[src/rtl/cnn_pool_pkg.sv]
// Shared definitions for the streaming pool / unpool blocks of the CNN datapath.
package cnn_pool_pkg;

    localparam int POOL_K_DEFAULT = 2;
    localparam int DATA_W_DEFAULT = 32;

    typedef enum logic {
        IDLE = 1'b0,
        EMIT = 1'b1
    } pool_state_e;

    function automatic int win_size(input int k);
        return k * k;
    endfunction

endpackage

[src/rtl/maxunpool_stream_if.sv]
// Pooled-word input stream plus expanded-window output stream of maxunpool_stream.
interface maxunpool_stream_if
    import cnn_pool_pkg::*;
#(
    parameter int DATA_W = DATA_W_DEFAULT,
    parameter int IDX_W  = 2
);
    logic              in_valid;
    logic              in_ready;
    logic [DATA_W-1:0] in_data;
    logic [IDX_W-1:0]  in_idx;
    logic              out_valid;
    logic              out_ready;
    logic [DATA_W-1:0] out_data;
    logic [IDX_W-1:0]  out_pos;
    logic              out_last;
    logic              idx_err;

    modport slave (
        input  in_valid, in_data, in_idx, out_ready,
        output in_ready, out_valid, out_data, out_pos, out_last, idx_err
    );

    modport master (
        output in_valid, in_data, in_idx, out_ready,
        input  in_ready, out_valid, out_data, out_pos, out_last, idx_err
    );
endinterface

[src/rtl/window_beat_counter.sv]
// Beat counter over an N-position window with a registered last-beat flag.
module window_beat_counter #(
    parameter int N = 4,
    parameter int W = 2
) (
    input  logic         clk,
    input  logic         rst_n,
    input  logic         clear,
    input  logic         advance,
    output logic [W-1:0] cnt,
    output logic         last
);
    localparam logic [W-1:0] LAST_V = W'(N - 1);

    logic [W-1:0] cnt_inc;
    assign cnt_inc = cnt + W'(1);

    // clear wins over advance: a last-beat handshake restarts the window at 0
    always_ff @(posedge clk or negedge rst_n) begin
        if (!rst_n) begin
            cnt  <= '0;
            last <= 1'b0;
        end else if (clear) begin
            cnt  <= '0;
            last <= (LAST_V == '0);
        end else if (advance) begin
            cnt  <= cnt_inc;
            last <= (cnt_inc == LAST_V);
        end
    end
endmodule

[src/rtl/maxunpool_stream.sv]
// Max-unpooling expander: one pooled word + argmax index in, K*K row-major beats out,
// value at the argmax position and zero elsewhere.
module maxunpool_stream
    import cnn_pool_pkg::*;
#(
    parameter int DATA_W = DATA_W_DEFAULT,
    parameter int POOL_K = POOL_K_DEFAULT,
    parameter int IDX_W  = 2
) (
    input  logic               clk,
    input  logic               rst_n,
    maxunpool_stream_if.slave  s
);
    localparam int              N   = win_size(POOL_K);
    localparam logic [IDX_W:0]  N_V = (IDX_W + 1)'(N);

    pool_state_e       state, state_nxt;
    logic              in_ready_c;
    logic              in_fire, out_fire, last;
    logic [IDX_W-1:0]  cnt, cnt_inc, held_idx;
    logic [DATA_W-1:0] held_data, out_data_q;
    logic              idx_err_q;

    assign in_fire  = s.in_valid && s.in_ready;
    assign out_fire = s.out_valid && s.out_ready;
    assign cnt_inc  = cnt + IDX_W'(1);

    always_ff @(posedge clk or negedge rst_n) begin
        if (!rst_n) state <= IDLE;
        else        state <= state_nxt;
    end

    // Only combinational ready path: idle, or the last beat is leaving this cycle
    always_comb begin
        state_nxt  = state;
        in_ready_c = 1'b0;
        unique case (state)
            IDLE: begin
                in_ready_c = 1'b1;
                if (s.in_valid) state_nxt = EMIT;
            end
            EMIT: begin
                if (out_fire && last) begin
                    in_ready_c = 1'b1;
                    if (!s.in_valid) state_nxt = IDLE;
                end
            end
            default: state_nxt = IDLE;
        endcase
    end

    assign s.in_ready  = in_ready_c && rst_n;
    assign s.out_valid = (state == EMIT);

    window_beat_counter #(.N(N), .W(IDX_W)) u_cnt (
        .clk     (clk),
        .rst_n   (rst_n),
        .clear   (in_fire || (out_fire && last)),
        .advance (out_fire),
        .cnt     (cnt),
        .last    (last)
    );

    // out_data is precomputed for the beat that becomes current next cycle;
    // an out-of-range held_idx never matches, so that window is all zeros
    always_ff @(posedge clk or negedge rst_n) begin
        if (!rst_n) begin
            held_data  <= '0;
            held_idx   <= '0;
            out_data_q <= '0;
            idx_err_q  <= 1'b0;
        end else begin
            idx_err_q <= in_fire && ({1'b0, s.in_idx} >= N_V);
            if (in_fire) begin
                held_data  <= s.in_data;
                held_idx   <= s.in_idx;
                out_data_q <= (s.in_idx == '0) ? s.in_data : '0;
            end else if (out_fire) begin
                out_data_q <= (!last && cnt_inc == held_idx) ? held_data : '0;
            end
        end
    end

    assign s.out_data = out_data_q;
    assign s.out_pos  = cnt;
    assign s.out_last = last;
    assign s.idx_err  = idx_err_q;
endmodule
[src/flat_wrapper.sv]
// flat-port wrapper written by rule: the top's interface ports become plain ports
module maxunpool_stream_flat import cnn_pool_pkg::*;
#(
    parameter int DATA_W = DATA_W_DEFAULT,
    parameter int POOL_K = POOL_K_DEFAULT,
    parameter int IDX_W  = 2
)
  (clk, rst_n, s_in_valid, s_in_data, s_in_idx, s_out_ready, s_in_ready, s_out_valid, s_out_data, s_out_pos, s_out_last, s_idx_err);
  maxunpool_stream_if #(.DATA_W(DATA_W), .IDX_W(IDX_W)) s_i ();
  input  logic clk;
  input  logic rst_n;
  input wire logic [$bits(s_i.in_valid)-1:0] s_in_valid;
  input wire logic [$bits(s_i.in_data)-1:0] s_in_data;
  input wire logic [$bits(s_i.in_idx)-1:0] s_in_idx;
  input wire logic [$bits(s_i.out_ready)-1:0] s_out_ready;
  output wire logic [$bits(s_i.in_ready)-1:0] s_in_ready;
  output wire logic [$bits(s_i.out_valid)-1:0] s_out_valid;
  output wire logic [$bits(s_i.out_data)-1:0] s_out_data;
  output wire logic [$bits(s_i.out_pos)-1:0] s_out_pos;
  output wire logic [$bits(s_i.out_last)-1:0] s_out_last;
  output wire logic [$bits(s_i.idx_err)-1:0] s_idx_err;
  assign s_i.in_valid = s_in_valid;
  assign s_i.in_data = s_in_data;
  assign s_i.in_idx = s_in_idx;
  assign s_i.out_ready = s_out_ready;
  assign s_in_ready = s_i.in_ready;
  assign s_out_valid = s_i.out_valid;
  assign s_out_data = s_i.out_data;
  assign s_out_pos = s_i.out_pos;
  assign s_out_last = s_i.out_last;
  assign s_idx_err = s_i.idx_err;
  maxunpool_stream #(.DATA_W(DATA_W), .POOL_K(POOL_K), .IDX_W(IDX_W)) u_core (.clk(clk), .rst_n(rst_n), .s(s_i));
endmodule
[config.mk]
export PLATFORM = sky130hd
export DESIGN_NAME = maxunpool_stream_flat
export DESIGN_NICKNAME = d
export VERILOG_FILES = /design/src/rtl/cnn_pool_pkg.sv /design/src/rtl/maxunpool_stream_if.sv /design/src/rtl/window_beat_counter.sv /design/src/rtl/maxunpool_stream.sv /design/src/flat_wrapper.sv
export SDC_FILE = /design/constraint.sdc
export NUM_CORES = 1
export LEC_CHECK = 0
export BUFFER_PORTS_ARGS = -buffer_cell sky130_fd_sc_hd__buf_2
export CORE_MARGIN = 2
export CORE_UTILIZATION = 56
export DETAILED_ROUTE_END_ITERATION = 6
export GPL_ROUTABILITY_DRIVEN = 0
export PLACE_DENSITY = 0.84
export SLEW_MARGIN = 15
export SYNTH_ARGS = -nofsm -noshare
export SYNTH_HDL_FRONTEND = slang
export SYNTH_SLANG_ARGS = --single-unit
[constraint.sdc]
create_clock -name clk -period 3.15 [get_ports clk]
set_input_delay 0.1575 -clock clk [delete_from_list [all_inputs] [get_ports clk]]
set_output_delay 0.1575 -clock clk [all_outputs]
set_load 0.005 [all_outputs]
==> impl_metrics.tcl <==
set metrics [dict create \
    worstPathCellList "inv_1, ha_1, xnor2_1, nor3_4, buf_4, a32oi_1, a21oi_1" \
    dp_slack_ns 0.948 \
    syn-cell-area_um2 2990 \
    root_buffer "clkbuf_8" \
    grt.total_usage_pct 23.3 \
    num_antenna_cells 0 \
    synthCells 315 \
    critPathTopFamily "simple AND/OR/NAND/NOR gates" \
    first_pass_iters 4 \
    status "completed" \
    clockBufferDepth 2 \
    h-tree-depth 3 \
    cts.clk_slew.worst_paths_ns 0.08 \
    vias 2501 \
    synthToLayoutAreaGrowth_pct 19.5 \
    placed_area_um2 3400 \
    num-fill-cells 416 \
    ys_top_cells_by_area "dfrtp_1 59%, nand2_1 13%, a32oi_1 9.4%" \
    irDropWorstVdd_mv 0.510 \
    powerDensity_nw_per_um2 958 \
    ff2ff_setup_slack_ns 0.95 \
    tritoncts "built" \
    drive_gt1_share_pct 26.2 \
    ys_types 24 \
    relSlewSlack_pct 40.9 \
    rsz0062_at_grt "false" \
    min_path_type "input port to async pin" \
    final_util_pct 69.5 \
    setup_violations 0 \
    grt_pass1_vias 2368 \
    critPathKind "flop to flop" \
    wl_per_cell_um 14.3 \
    maxCapViolations 0 \
    syn_area_per_cell_um2 9.49 \
    portBuffers 74 \
    die_y_um 77.0 \
    pin_count 76 \
    grt_max_degree 72 \
    fin_setup_tns_ns 0 \
    vias_per_cell 5.45 \
    dieArea_um2 5940 \
    antenna_left 0 \
    die_w_um 77.0 \
    timing_hold_violations_final 0 \
    cts_hold_buf 0 \
    cts.sinks 70 \
    cts_setup_buffers 0 \
    core_um2 5140 \
    fin_cells 459 \
    critical_path_required_ns 3.41 \
    grt_pass1_wl_um 11000 \
    worstPathArrival_ns 2.46 \
    min_period_ns 2.20 \
    slew_viol_final 0 \
    critPathBufInv 2 \
    antenna_found_initial 0 \
    rr_startpoint "u_core.u_cnt.cnt[0]$_DFFE_PN0P_" \
    timing.hold.ws_ns 0.0255 \
    cellLeakagePower_nw 1.79 \
    synth_top_cell_by_area "dfrtp_1" \
    fin_ws_ns 0.951 \
    numCtsBuffers 9 \
    worstSetupEndpointType "flop" \
    worstSetupStartpointType "flop" \
    reg2reg_depth 7 \
    final_cell_area_um2 3570 \
    grt_overflow 0 \
    initial_core_util_pct 58.1 \
    critPathMaxFanout 21 \
    r2r_end "u_core.s.out_data[14]$_DFFE_PN0P_" \
    synth_seq_cells 70 \
    std_cell_rows 26 \
    cts_resized 0 \
    skew_ns 0.0103 \
    worst_slew_pin_slew_ns 0.887 \
    clkLatencyLatePin_ns 0.34 \
    wl_um 6560 \
    yosysWarnings 0 \
    fin_crit_sh_pct 69.8 \
    drc 0 \
    power_mw 3.42 \
    slowest_delay_ns 0.46 \
    synth_top_area_share_pct 58.6 \
    dp.cells 443 \
    slowest_stage "nor3_4" \
    nets 423 \
    dp_hpwl_um 4240 \
    drt_iter0_markers 206 \
    synth_fp_nets 354 \
    synth-seq-area-share_pct 58.6 \
    fmax_mhz 455 \
]
## kinds of logic (layout without fill, tap and decap cells)
kind of cell,Yosys count,count (layout),synth area share [%]
buffers and inverters,24,98,4.31
and+or+nand+nor,148,148,19.8
xor gates and xnor gates,2,2,0.586
DFF,70,70,58.6
muxes,1,1,0.335
adders and majority gates,1,1,0.419
AOI/OAI and AO/OA,68,68,15.7
other,1,1,0.126
## registers in the layout, indices dropped and copies added (netlist names)
signal / cells
u_core.held_data: 32
u_core.s.out_data: 32
u_core.held_idx: 2
u_core.u_cnt.cnt: 2
u_core.s.out_valid: 1
u_core.u_cnt.last: 1
## layer usage
layer  GRT usage [%]  part of all wire [%]  vias up
met5               0                     0        -
met4            11.3                   2.0        0
met3            4.12                   5.7       11
met2            37.6                    50       88
met1            30.8                    43     1191
li1                -                     -     1211
## cell usage in the layout, fill, tap and decap left out, types with 3 or more instances in the layout
master and count:
clkinv_2 3, buf_2 74, clkbuf_8 10, dfrtp_1 70, nor2_1 36, a32oi_1 32
nand2_1 105, a21oi_1 33, buf_4 6
## layout make-up
cell class | instances | area, um2 | area share [%]
tap | 70 | 87.6 | 2.45
clock buffer | 12 | 145 | 4.06
sequential | 70 | 1750 | 49.1
multi-input combinational | 221 | 1120 | 31.5
inverter | 1 | 3.75 | 0.105
timing repair buffer | 81 | 435 | 12.2
clock inverter | 4 | 22.5 | 0.631
## worst max-delay path by stage
stage                                         start  slack (ns)                                 to  cells past startpoint
global route        u_core.u_cnt.cnt[0]$_DFFE_PN0P_        0.80   u_core.s.out_data[6]$_DFFE_PN0P_                      7
CTS                 u_core.u_cnt.cnt[0]$_DFFE_PN0P_        0.95  u_core.s.out_data[14]$_DFFE_PN0P_                      7
detailed placement  u_core.u_cnt.cnt[0]$_DFFE_PN0P_        0.95   u_core.s.out_data[8]$_DFFE_PN0P_                      7
global placement    u_core.u_cnt.cnt[0]$_DFFE_PN0P_        1.09  u_core.s.out_data[19]$_DFFE_PN0P_                      7
floorplan           u_core.u_cnt.cnt[0]$_DFFE_PN0P_        1.49   u_core.s.out_data[8]$_DFFE_PN0P_                      7
finish              u_core.u_cnt.cnt[0]$_DFFE_PN0P_        0.95  u_core.s.out_data[14]$_DFFE_PN0P_                      7
## synthesized netlist by cell type
master and count:
o31a_1 1, nand2_1 105, a21boi_2 1, dfrtp_1 70, ha_1 1, nor3_2 1
buf_4 1, nor4_4 1, or2_2 1, clkbuf_1 4, buf_6 2, nor2_1 36
or2_1 1, inv_1 1, a21oi_1 33, nor2_2 1, conb_1 1, o21ai_1 1
mux2i_1 1, a32oi_1 32, buf_2 16, nor3b_1 1, nor2b_1 1, xnor2_1 2
## report_power, final
group          internal (mW)  switching, mW
Sequential              1.33          0.252
Combinational          0.525          0.696
Clock                  0.304          0.319
Total                   2.15           1.27
Note: power is estimated with default switching activity, not from simulation.
